File: src/rtl/sync_fifo_prog.sv
// ---------------------------------------------------------------------------
// sync_fifo_prog
//   Parametrised single-clock FIFO. It has programmable almost-full and
//   almost-empty thresholds, an occupancy count, a synchronous flush and a
//   read-valid strobe. A read and a write in the same cycle are legal at both
//   the full and the empty boundary. There is no fall-through: a word written
//   into an empty FIFO can be read at the earliest on the next cycle.
//
// Ports
//   clk         rising-edge clock
//   rst         synchronous active-high reset (priority over everything)
//   flush       synchronous clear of contents; data_out is left untouched
//   wr_en       write request, data_in is the write word
//   rd_en       read request
//   data_out    registered read data, valid when rd_valid is high
//   rd_valid    data_out holds a word popped on the previous edge
//   wr_ack      write on the previous edge was accepted
//   overflow    write on the previous edge was rejected (FIFO full)
//   underflow   read on the previous edge was rejected (FIFO empty)
//   full / almostfull / empty / almostempty
//               status flags decoded from the registered count
//   count       current occupancy, 0..FIFO_DEPTH
// ---------------------------------------------------------------------------
module sync_fifo_prog #(
  parameter int FIFO_WIDTH = 16,
  parameter int FIFO_DEPTH = 8,
  parameter int AF_LEVEL   = FIFO_DEPTH - 1,
  parameter int AE_LEVEL   = 1,
  localparam int CNT_W     = $clog2(FIFO_DEPTH + 1)
) (
  input  logic                  clk,
  input  logic                  rst,
  input  logic                  flush,
  input  logic                  wr_en,
  input  logic [FIFO_WIDTH-1:0] data_in,
  input  logic                  rd_en,
  output logic [FIFO_WIDTH-1:0] data_out,
  output logic                  rd_valid,
  output logic                  wr_ack,
  output logic                  overflow,
  output logic                  underflow,
  output logic                  full,
  output logic                  almostfull,
  output logic                  empty,
  output logic                  almostempty,
  output logic [CNT_W-1:0]      count
);

  localparam int PTR_W = (FIFO_DEPTH > 1) ? $clog2(FIFO_DEPTH) : 1;

  localparam logic [CNT_W-1:0] DEPTH_C = CNT_W'(FIFO_DEPTH);
  localparam logic [CNT_W-1:0] AF_C    = CNT_W'(AF_LEVEL);
  localparam logic [CNT_W-1:0] AE_C    = CNT_W'(AE_LEVEL);
  localparam logic [PTR_W-1:0] PTR_LAST_C = PTR_W'(FIFO_DEPTH - 1);

  // Depth need not be a power of two, so pointers wrap on an explicit
  // compare against the last index instead of relying on natural rollover.
  function automatic logic [PTR_W-1:0] ptr_inc(input logic [PTR_W-1:0] p);
    logic [PTR_W-1:0] r;
    if (p == PTR_LAST_C) begin
      r = '0;
    end else begin
      r = p + PTR_W'(1);
    end
    return r;
  endfunction

  // Storage and state registers
  logic [FIFO_WIDTH-1:0] mem_q [FIFO_DEPTH];
  logic [PTR_W-1:0]      wr_ptr_q, wr_ptr_d;
  logic [PTR_W-1:0]      rd_ptr_q, rd_ptr_d;
  logic [CNT_W-1:0]      count_q,  count_d;
  logic [FIFO_WIDTH-1:0] dout_q,   dout_d;
  logic                  rd_valid_q, rd_valid_d;
  logic                  wr_ack_q,   wr_ack_d;
  logic                  ovf_q,      ovf_d;
  logic                  udf_q,      udf_d;

  // Decoded status and acceptance
  logic full_s;
  logic empty_s;
  logic rd_acc_s;
  logic wr_acc_s;

  // Status flags decode straight from the registered count.
  always_comb begin
    full_s      = (count_q == DEPTH_C);
    empty_s     = (count_q == CNT_W'(0));
    full        = full_s;
    empty       = empty_s;
    almostfull  = (count_q >= AF_C) && !full_s;
    almostempty = (count_q <= AE_C) && !empty_s;
  end

  // Acceptance is decided on the pre-edge count. A read frees a slot in the
  // same edge, so a full FIFO can still take a write alongside a read; an
  // empty FIFO cannot be read even with a concurrent write. Flush kills both.
  always_comb begin
    rd_acc_s = rd_en && !empty_s && !flush;
    wr_acc_s = wr_en && (!full_s || rd_acc_s) && !flush;
  end

  // Next-state computation for pointers, count, read data and pulses.
  always_comb begin
    wr_ptr_d   = wr_ptr_q;
    rd_ptr_d   = rd_ptr_q;
    count_d    = count_q;
    dout_d     = dout_q;
    rd_valid_d = 1'b0;
    wr_ack_d   = 1'b0;
    ovf_d      = 1'b0;
    udf_d      = 1'b0;
    if (flush) begin
      // Contents and pulses cleared; data_out deliberately holds.
      wr_ptr_d = '0;
      rd_ptr_d = '0;
      count_d  = '0;
    end else begin
      if (rd_acc_s) begin
        dout_d   = mem_q[rd_ptr_q];
        rd_ptr_d = ptr_inc(rd_ptr_q);
      end else begin
        rd_ptr_d = rd_ptr_q;
      end
      if (wr_acc_s) begin
        wr_ptr_d = ptr_inc(wr_ptr_q);
      end else begin
        wr_ptr_d = wr_ptr_q;
      end
      case ({wr_acc_s, rd_acc_s})
        2'b10:   count_d = count_q + CNT_W'(1);
        2'b01:   count_d = count_q - CNT_W'(1);
        default: count_d = count_q;
      endcase
      rd_valid_d = rd_acc_s;
      wr_ack_d   = wr_acc_s;
      ovf_d      = wr_en && !wr_acc_s;
      udf_d      = rd_en && !rd_acc_s;
    end
  end

  // Control and output registers with synchronous reset.
  always_ff @(posedge clk) begin
    if (rst) begin
      wr_ptr_q   <= '0;
      rd_ptr_q   <= '0;
      count_q    <= '0;
      dout_q     <= '0;
      rd_valid_q <= 1'b0;
      wr_ack_q   <= 1'b0;
      ovf_q      <= 1'b0;
      udf_q      <= 1'b0;
    end else begin
      wr_ptr_q   <= wr_ptr_d;
      rd_ptr_q   <= rd_ptr_d;
      count_q    <= count_d;
      dout_q     <= dout_d;
      rd_valid_q <= rd_valid_d;
      wr_ack_q   <= wr_ack_d;
      ovf_q      <= ovf_d;
      udf_q      <= udf_d;
    end
  end

  // Storage array; no reset needed since count gates every read.
  always_ff @(posedge clk) begin
    if (!rst && wr_acc_s) begin
      mem_q[wr_ptr_q] <= data_in;
    end
  end

  assign data_out  = dout_q;
  assign rd_valid  = rd_valid_q;
  assign wr_ack    = wr_ack_q;
  assign overflow  = ovf_q;
  assign underflow = udf_q;
  assign count     = count_q;

endmodule
File: config.mk
export PLATFORM = sky130hd
export DESIGN_NAME = sync_fifo_prog
export DESIGN_NICKNAME = d
export VERILOG_FILES = /design/src/rtl/sync_fifo_prog.sv
export SDC_FILE = /design/constraint.sdc
export NUM_CORES = 1
export LEC_CHECK = 0
export BUFFER_PORTS_ARGS = -buffer_cell sky130_fd_sc_hd__buf_4
export CORE_ASPECT_RATIO = 0.6
export CORE_UTILIZATION = 64
export CTS_CLUSTER_DIAMETER = 80
export DETAILED_ROUTE_END_ITERATION = 8
export PLACE_DENSITY = 0.82
export SYNTH_ARGS = -nofsm -noshare
export SYNTH_HDL_FRONTEND = slang
export SYNTH_SLANG_ARGS = --single-unit
File: constraint.sdc
create_clock -name clk -period 4.4 [get_ports clk]
set_clock_uncertainty 0.05 [all_clocks]
set_input_delay 0.44 -clock clk [delete_from_list [all_inputs] [get_ports clk]]
set_output_delay 0.44 -clock clk [all_outputs]
set_load 0.02 [all_outputs]
==> summary.md, run 1 <==
| Metric | Value |
|---|---|
| Post-CTS Hold Buffers | `0` |
| Final Routed Wirelength | `12300 µm` |
| Worst vdd ir | `0.477 mV` |
| Worst Tran Pin Value | `1080 ps` |
| CP Max Fanout | `18` |
| Largest net degree at the start of global routing | `39` |
| Wire per inst | `21.8 µm` |
| Crit-path cells | `inv_1 -> ha_1 -> nor3b_2 -> or3b_1 -> buf_4 -> inv_6 -> ha_1 -> or4b_1 -> a21oi_1 -> xnor2_1 -> nor2_1` |
| Worst Path Buf+Inv | `3` |
| H-Tree Depth | `4` |
| Critical Path AT | `3320 ps` |
| Synthesized flop and latch total | `158` |
| Die area | `10200 µm²` |
| Post-layout nets | `453` |
| Static leakage | `2.47 nW` |
| Initial antenna violation count | `0` |
| Layout area overhead | `17.4%` |
| Number of sinks on the clock net | `158` |
| TritonRoute pass-1 iters | `5` |
| Core area | `9320 µm²` |
| Final hold violations | `0` |
| Synth Cell Area | `6240 µm²` |
| Cell count of the worst reg-to-reg path | `11` |
| Max-slew violations | `0` |
| HPWL Detailed | `7470 µm` |
| Setup crit end kind | `flip-flop` |
| RSZ-0062 raised after global routing | `false` |
| Hold_sp | `data_in[14]` |
| Clock root buffer | `clkbuf_16` |
| CTS tree | `built` |
| Num CTS Buffers | `17` |
| PwrDens | `438 nW/µm²` |
| Synth area leader | `edfxtp_1` |
| Hold path endpoint | `mem_q[6][14]` |
| Power Total | `3.21 mW` |
| Register area share after synthesis | `71.2%` |
| Die H | `78.5 µm` |
| Fin crit share | `69.4%` |
| Mapped Cells | `365` |
| Peak per-stage delay on the critical path | `460 ps` |
| Worst relative slew slack | `27.7%` |
| CP required | `4670 ps` |
| GRT overflow | `0` |
| Tmin final | `3050 ps` |
| Synth unique cells | `38` |
| Slowest CP cell | `or4b_1` |
| First-pass GRT wire length | `18900 µm` |
| Setup violations, final | `0` |
| Avg Inst Size Synth | `17.1 µm²` |
| Worst min path class | `in2reg` |
| Vias in the first global route | `3410` |
| Post-CTS Resized | `0` |
| Top achievable clock speed | `328 MHz` |
| Cell area after layout | `7330 µm²` |
| Drt via density | `6.08` |
| Skew-Pair Late Insertion Delay | `430 ps` |
| Synth top area share | `61.6%` |
| R2r endpoint | `count[3]` |
| Via Count | `3448` |
| Hold Path Stages | `1` |
| Clock slew at reported path FFs | `60 ps` |
| Synth area leaders | `edfxtp_1, dfxtp_1, mux2i_1, mux4_2, nor2_1` |
| All-layer global routing usage | `27.1%` |
| Syn_nets | `394` |
| Worst reg-to-reg setup slack | `1350 ps` |
| Most common cell on crit path | `ha_1` |
| Residual DRC count | `0` |
| Port-buffer cells | `48` |
| Antenna diode count | `0` |
| Gpl congestion | `0.749` |
| FF-to-FF Start | `count[0]` |
| Ys Warns | `0` |
| Max-Cap Viols | `0` |
| Setup crit start kind | `flip-flop` |
| Initial Utilization | `66.9%` |
| Setup Fix Bufs, Post-CTS | `0` |
| I/O pin count | `49` |
| Critical path class | `reg2reg` |
| Run status | `complete, no violations` |
| Cell Rows | `27` |
| Placed inst area | `6730 µm²` |
| Die Wd | `129 µm` |
| Final ANT Viol Nets | `0` |
| CP top delay family | `simple AND/OR/NAND/NOR gates` |
| DR iter-0 viols | `301` |
| Longest Clk Path Bufs | `2` |
| Fin Setup TNS | `0 ps` |
| Share of layout cells above drive strength 1 | `29.5%` |
-- cell usage in the layout (no fill, tap or decap), types with 2 or more instances in the layout --
cell and count:
dfxtp_1 29, mux2i_1 36, nor2_1 32, nor3_1 7
buf_4 61, nand3b_1 2, a21oi_1 7, mux4_1 4
clkbuf_8 4, mux4_2 12, clkinv_4 2, o22ai_1 16
nor3_2 11, a211oi_1 8, inv_1 4, clkbuf_16 17
edfxtp_1 128, or3b_1 2, or3_1 3, bufinv_16 2
clkbuf_1 2, and3_1 3, a211oi_2 9, clkinvlp_4 3
nand2_1 4, nand2b_1 5, ha_1 8, clkinv_2 2
xor2_1 2
-- power breakdown --
part           switching (mW)  total (mW)  leakage [nW]  internal [mW]
Sequential            0.00847        1.64          1.40           1.63
Clock                   0.568        1.46         0.285          0.895
Combinational          0.0689       0.113         0.786         0.0443
Total                   0.645        3.21          2.47           2.57
-- cells by family (layout without fill, tap and decap cells) --
group,count (synthesis),in the layout,synth area share [%]
flip-flops,158,158,71.2
AND/OR/NAND/NOR,77,77,7.30
multiplexers,52,52,11.8
AO/OA/AOI/OAI,41,41,5.01
buffers and inverters,26,98,2.65
adder cells (fa/ha/maj),8,8,1.60
XOR/XNOR,3,3,0.421
-- synthesized netlist by cell type --
| library cell | number |
|---|---|
| a211oi_1 | 8 |
| dfxtp_1 | 30 |
| mux4_2 | 12 |
| nor4b_1 | 1 |
| nand4b_1 | 1 |
| nor3_1 | 9 |
| a211oi_2 | 9 |
| o22ai_1 | 16 |
| clkbuf_1 | 5 |
| buf_4 | 3 |
| clkbuf_2 | 2 |
| nand2_1 | 4 |
| nor3_2 | 9 |
| inv_6 | 1 |
| and4bb_2 | 1 |
| and3_1 | 3 |
| nand2b_1 | 5 |
| mux4_1 | 4 |
| mux2i_1 | 36 |
| or3_1 | 3 |
| nor3b_4 | 1 |
| nor3b_2 | 1 |
| xnor2_1 | 1 |
| nor2_1 | 32 |
| or2_2 | 1 |
| or2_1 | 1 |
| or3b_1 | 2 |
| o21ai_0 | 1 |
| inv_1 | 4 |
| or4b_1 | 1 |
| a21oi_1 | 7 |
| buf_2 | 6 |
| buf_6 | 4 |
| buf_8 | 1 |
| xor2_1 | 2 |
| edfxtp_1 | 128 |
| nand3b_1 | 2 |
| ha_1 | 8 |
-- worst max-delay path by stage --
stage	start	to	slack, ps	depth (start not counted)
2_1_floorplan	count[0]	mem_q[1][0]	1240	6
3_3_place_gp	count[0]	count[3]	1460	11
3_5_place_dp	count[0]	count[3]	1360	11
4_1_cts	count[0]	count[3]	1350	11
5_1_grt	count[0]	count[3]	1180	11
6_report	count[0]	count[3]	1350	11
-- layout make-up --
cell class	count	area, µm²
well taps	130	163
repair buffers	61	458
flip-flops and latches	158	4450
inverters	5	23.8
fillers	514	2000
multi-input cells	181	1640
clock buffers	23	488
clock inverters	9	110
-- metal layers --
metal | track usage (%) | share of wire [%] | vias to the layer above
met5 | 0 | 0 | -
met4 | 7.33 | 0.66 | 0
met3 | 9.48 | 7.6 | 12
met2 | 43.0 | 50 | 144
met1 | 35.8 | 41 | 1742
li1 | - | - | 1550
-- flip-flops by register name, indices dropped and copies added, names as in the netlist --
signal	flops
mem_q	128
data_out	16
count	4
rd_ptr_q	3
wr_ptr_q	3
overflow	1
rd_valid	1
underflow	1
wr_ack	1
-- per-stage QoR --
step / setup slack [ps] / util (%) / hold slack, ps / cells
floorplan: 1240 / - / 457 / 365
global placement: 1460 / 72.2 / 434 / 535
detailed placement: 1360 / 72.2 / 438 / 535
CTS: 1350 / 78.6 / 183 / 567
global route: 1180 / 78.6 / 181 / 567
finish: 1350 / 78.6 / 193 / 567
-- worst reg2reg max path, delay by kind of cell, from the launching register on --
kind | cells | cell delay, ps
AND/OR/NAND/NOR | 4 | 1070
adder cells (fa/ha/maj) | 2 | 530
buffers and inverters | 3 | 520
flip-flops | 1 | 450
AO/OA/AOI/OAI | 1 | 200
XOR/XNOR | 1 | 140
(Power assumes the default switching activity.)
==> inputs of run 2 (changes only) <==
--- a/config.mk
+++ b/config.mk
@@ -5,12 +5,13 @@
 export SDC_FILE = /design/constraint.sdc
 export NUM_CORES = 1
 export LEC_CHECK = 0
+export ABC_AREA = 1
 export BUFFER_PORTS_ARGS = -buffer_cell sky130_fd_sc_hd__buf_4
 export CORE_ASPECT_RATIO = 0.6
-export CORE_UTILIZATION = 64
+export CORE_UTILIZATION = 54
 export CTS_CLUSTER_DIAMETER = 80
 export DETAILED_ROUTE_END_ITERATION = 8
-export PLACE_DENSITY = 0.82
+export PLACE_DENSITY = 0.73
 export SYNTH_ARGS = -nofsm -noshare
 export SYNTH_HDL_FRONTEND = slang
 export SYNTH_SLANG_ARGS = --single-unit
==> constraint.sdc (replaced) <==
create_clock -name clk -period 2.7 [get_ports clk]
set_clock_uncertainty 0.05 [all_clocks]
set_input_delay 0.27 -clock clk [delete_from_list [all_inputs] [get_ports clk]]
set_output_delay 0.27 -clock clk [all_outputs]
set_load 0.02 [all_outputs]
==> summary.md, run 2 <==
| Metric | Value |
|---|---|
| Run status | `complete, no violations (unchanged)` |
| HPWL Detailed | `8800 µm (was 7470 µm)` |
| Post-layout nets | `752 (was 453)` |
| CP required | `3000 ps (was 4670 ps)` |
| Largest net degree at the start of global routing | `67 (was 39)` |
| Initial Utilization | `55.8% (was 66.9%)` |
| Gpl congestion | `0.811 (was 0.749)` |
| CTS tree | `built (unchanged)` |
| Initial antenna violation count | `0 (unchanged)` |
| Fin Setup TNS | `0 ps (unchanged)` |
| Longest Clk Path Bufs | `2 (unchanged)` |
| Largest Register | `mem_q (unchanged)` |
| Top-count cell post-synth | `nand2_1 (was edfxtp_1)` |
| Die area | `13100 µm² (was 10200 µm²)` |
| Antenna diode count | `0 (unchanged)` |
| Num CTS Buffers | `17 (unchanged)` |
| Fin crit share | `83.6% (was 69.4%)` |
| Setup Fix Bufs, Post-CTS | `0 (unchanged)` |
| Primary FF master, synth | `edfxtp_1 (unchanged)` |
| Vias in the first global route | `4340 (was 3410)` |
| Synth area leaders | `edfxtp_1, nand2_1, dfxtp_1, nand3_1, inv_1 (was edfxtp_1, dfxtp_1, mux2i_1, mux4_2, nor2_1)` |
| Final Routed Wirelength | `14200 µm (was 12300 µm)` |
| Skew-Pair Late Insertion Delay | `420 ps (was 430 ps)` |
| Clock root buffer | `clkbuf_16 (unchanged)` |
| PwrDens | `668 nW/µm² (was 438 nW/µm²)` |
| Synthesized flop and latch total | `158 (unchanged)` |
| Setup crit start kind | `flip-flop (unchanged)` |
| Avg Inst Size Synth | `10.2 µm² (was 17.1 µm²)` |
| First-pass GRT wire length | `22500 µm (was 18900 µm)` |
| Wire per inst | `15.8 µm (was 21.8 µm)` |
| Worst min path class | `in2reg (unchanged)` |
| RSZ-0062 raised after global routing | `false (unchanged)` |
| Post-synth top cells | `nand2_1, edfxtp_1, inv_1, nand3_1, dfxtp_1 (was edfxtp_1, mux2i_1, nor2_1, dfxtp_1, o22ai_1)` |
| Final ANT Viol Nets | `0 (unchanged)` |
| Most common cell after layout, fill and taps aside | `nand2_1 (was edfxtp_1)` |
| Setup crit end kind | `flip-flop (unchanged)` |
| Max-slew violations | `0 (unchanged)` |
| Port-buffer cells | `48 (unchanged)` |
| Max reg flops | `128 (unchanged)` |
| Multi-input combinational cell area | `1710 µm² (was 1640 µm²)` |
| Cell Rows | `31 (was 27)` |
| Worst vdd ir | `0.436 mV (was 0.477 mV)` |
| Synth top area share | `56.5% (was 61.6%)` |
| Top achievable clock speed | `443 MHz (was 328 MHz)` |
| Layout fillers | `949 (was 514)` |
| CP Max Fanout | `5 (was 18)` |
| Clock slew at reported path FFs | `60 ps (about the same)` |
| Static leakage | `3.41 nW (was 2.47 nW)` |
| Via Count | `4727 (was 3448)` |
| Layout area overhead | `16.7% (was 17.4%)` |
| Die H | `88.9 µm (was 78.5 µm)` |
| Core area | `12200 µm² (was 9320 µm²)` |
| Share of layout cells above drive strength 1 | `15.8% (was 29.5%)` |
| H-Tree Depth | `4 (unchanged)` |
| Worst relative slew slack | `53.5% (was 27.7%)` |
| Synth area leader | `edfxtp_1 (unchanged)` |
| All-layer global routing usage | `23.6% (was 27.1%)` |
| Syn_nets | `696 (was 394)` |
| Max-Cap Viols | `0 (unchanged)` |
| Synth Cell Area | `6800 µm² (was 6240 µm²)` |
| Mapped Cells | `667 (was 365)` |
| Ys Warns | `0 (unchanged)` |
| Fraction of registers with async set/reset | `0% (unchanged)` |
| Synth unique cells | `31 (was 38)` |
| Post-synth EDFFs | `128 (unchanged)` |
| GRT overflow | `0 (unchanged)` |
| Number of sinks on the clock net | `158 (unchanged)` |
| Residual DRC count | `0 (unchanged)` |
| Die Wd | `147 µm (was 129 µm)` |
| Critical Path AT | `2560 ps (was 3320 ps)` |
| DR iter-0 viols | `330 (was 301)` |
| Most frequent cells in the layout | `nand2_1, edfxtp_1, inv_1 (was edfxtp_1, buf_4, mux2i_1)` |
| Worst Tran Pin Value | `698 ps (was 1080 ps)` |
| Critical path class | `reg2reg (unchanged)` |
| Register area share after synthesis | `65.3% (was 71.2%)` |
| WHS | `30.6 ps (was 193 ps)` |
| I/O pin count | `49 (unchanged)` |
| Reg area | `4450 µm² (unchanged)` |
| TritonRoute pass-1 iters | `5 (unchanged)` |
| Setup violations, final | `0 (unchanged)` |
| Final hold violations | `0 (unchanged)` |
| Tmin final | `2260 ps (was 3050 ps)` |
| Drt via density | `5.25 (was 6.08)` |
[run 2: path summary, 6_finish.rpt]
path | slack [ps] | end | start | depth (start not counted)
setup / recovery | 440 | count[3] | count[0] | 12
setup reg to reg | 440 | count[3] | count[0] | 12
hold reg to reg | 420 | data_out[14] | data_out[14] | 2
hold / removal | 30 | mem_q[7][7] | data_in[7] | 1
[run 2: timing repair]
action	4_1_cts	5_1_grt
resized for setup	0	0
endpoints found under the hold margin	1	0
setup endpoints to repair	0	0
hold buffers	1	0
[run 2: critical path, cell delays in order (launching register included)]
cell     delay, ps
dfxtp_1        400
inv_1          110
ha_1           240
nand3_2        110
inv_2           60
a21oi_4        180
inv_4           80
ha_1           340
nor2_1         210
nand4_1        110
nand2_1        100
o21ai_0         70
a21oi_1        130
[run 2: per-layer routing]
layer / up-vias / wire [µm] / track usage, %
met5: - / 0 / 0
met4: 0 / 210 / 8.90
met3: 24 / 975 / 4.54
met2: 186 / 6620 / 39.0
met1: 2251 / 6440 / 31.7
li1: 2266 / - / -
[run 2: stage by stage]
step | instances | cell area [µm²] | setup WS [ps] | utilization, % | power (mW)
floorplan | 667 | 6800 | 155 | - | 2.81
global placement | 868 | 7320 | 654 | 60.1 | 2.90
detailed placement | 868 | 7320 | 478 | 60.1 | 2.91
CTS | 901 | 7940 | 461 | 65.2 | 5.33
global route | 901 | 7940 | 275 | 65.2 | 5.46
finish | 901 | 7940 | 443 | 65.2 | 5.30
[run 2: logic make-up after synthesis]
kind of cell    Yosys count  share of synthesized area [%]
compound gates           37                           3.20
xor+xnor                  1                          0.129
fa+ha+maj                 8                           1.47
buf+inv                 148                           9.46
flops                   158                           65.3
simple gates            315                           20.4
[run 2: final cells by class]
cell class	instances	share of cell area, %
Multi-Input combinational cell	361	21.6
Inverter	119	5.66
Sequential cell	158	56.0
Tap cell	165	2.60
Clock inverter	15	2.33
Timing Repair Buffer	66	6.43
Clock buffer	17	5.36
[run 2: power by group]
group          switching (mW)  total [mW]  internal (mW)
sequential            0.00974        2.66           2.65
combinational           0.128       0.196         0.0678
clock                   0.977        2.44           1.47
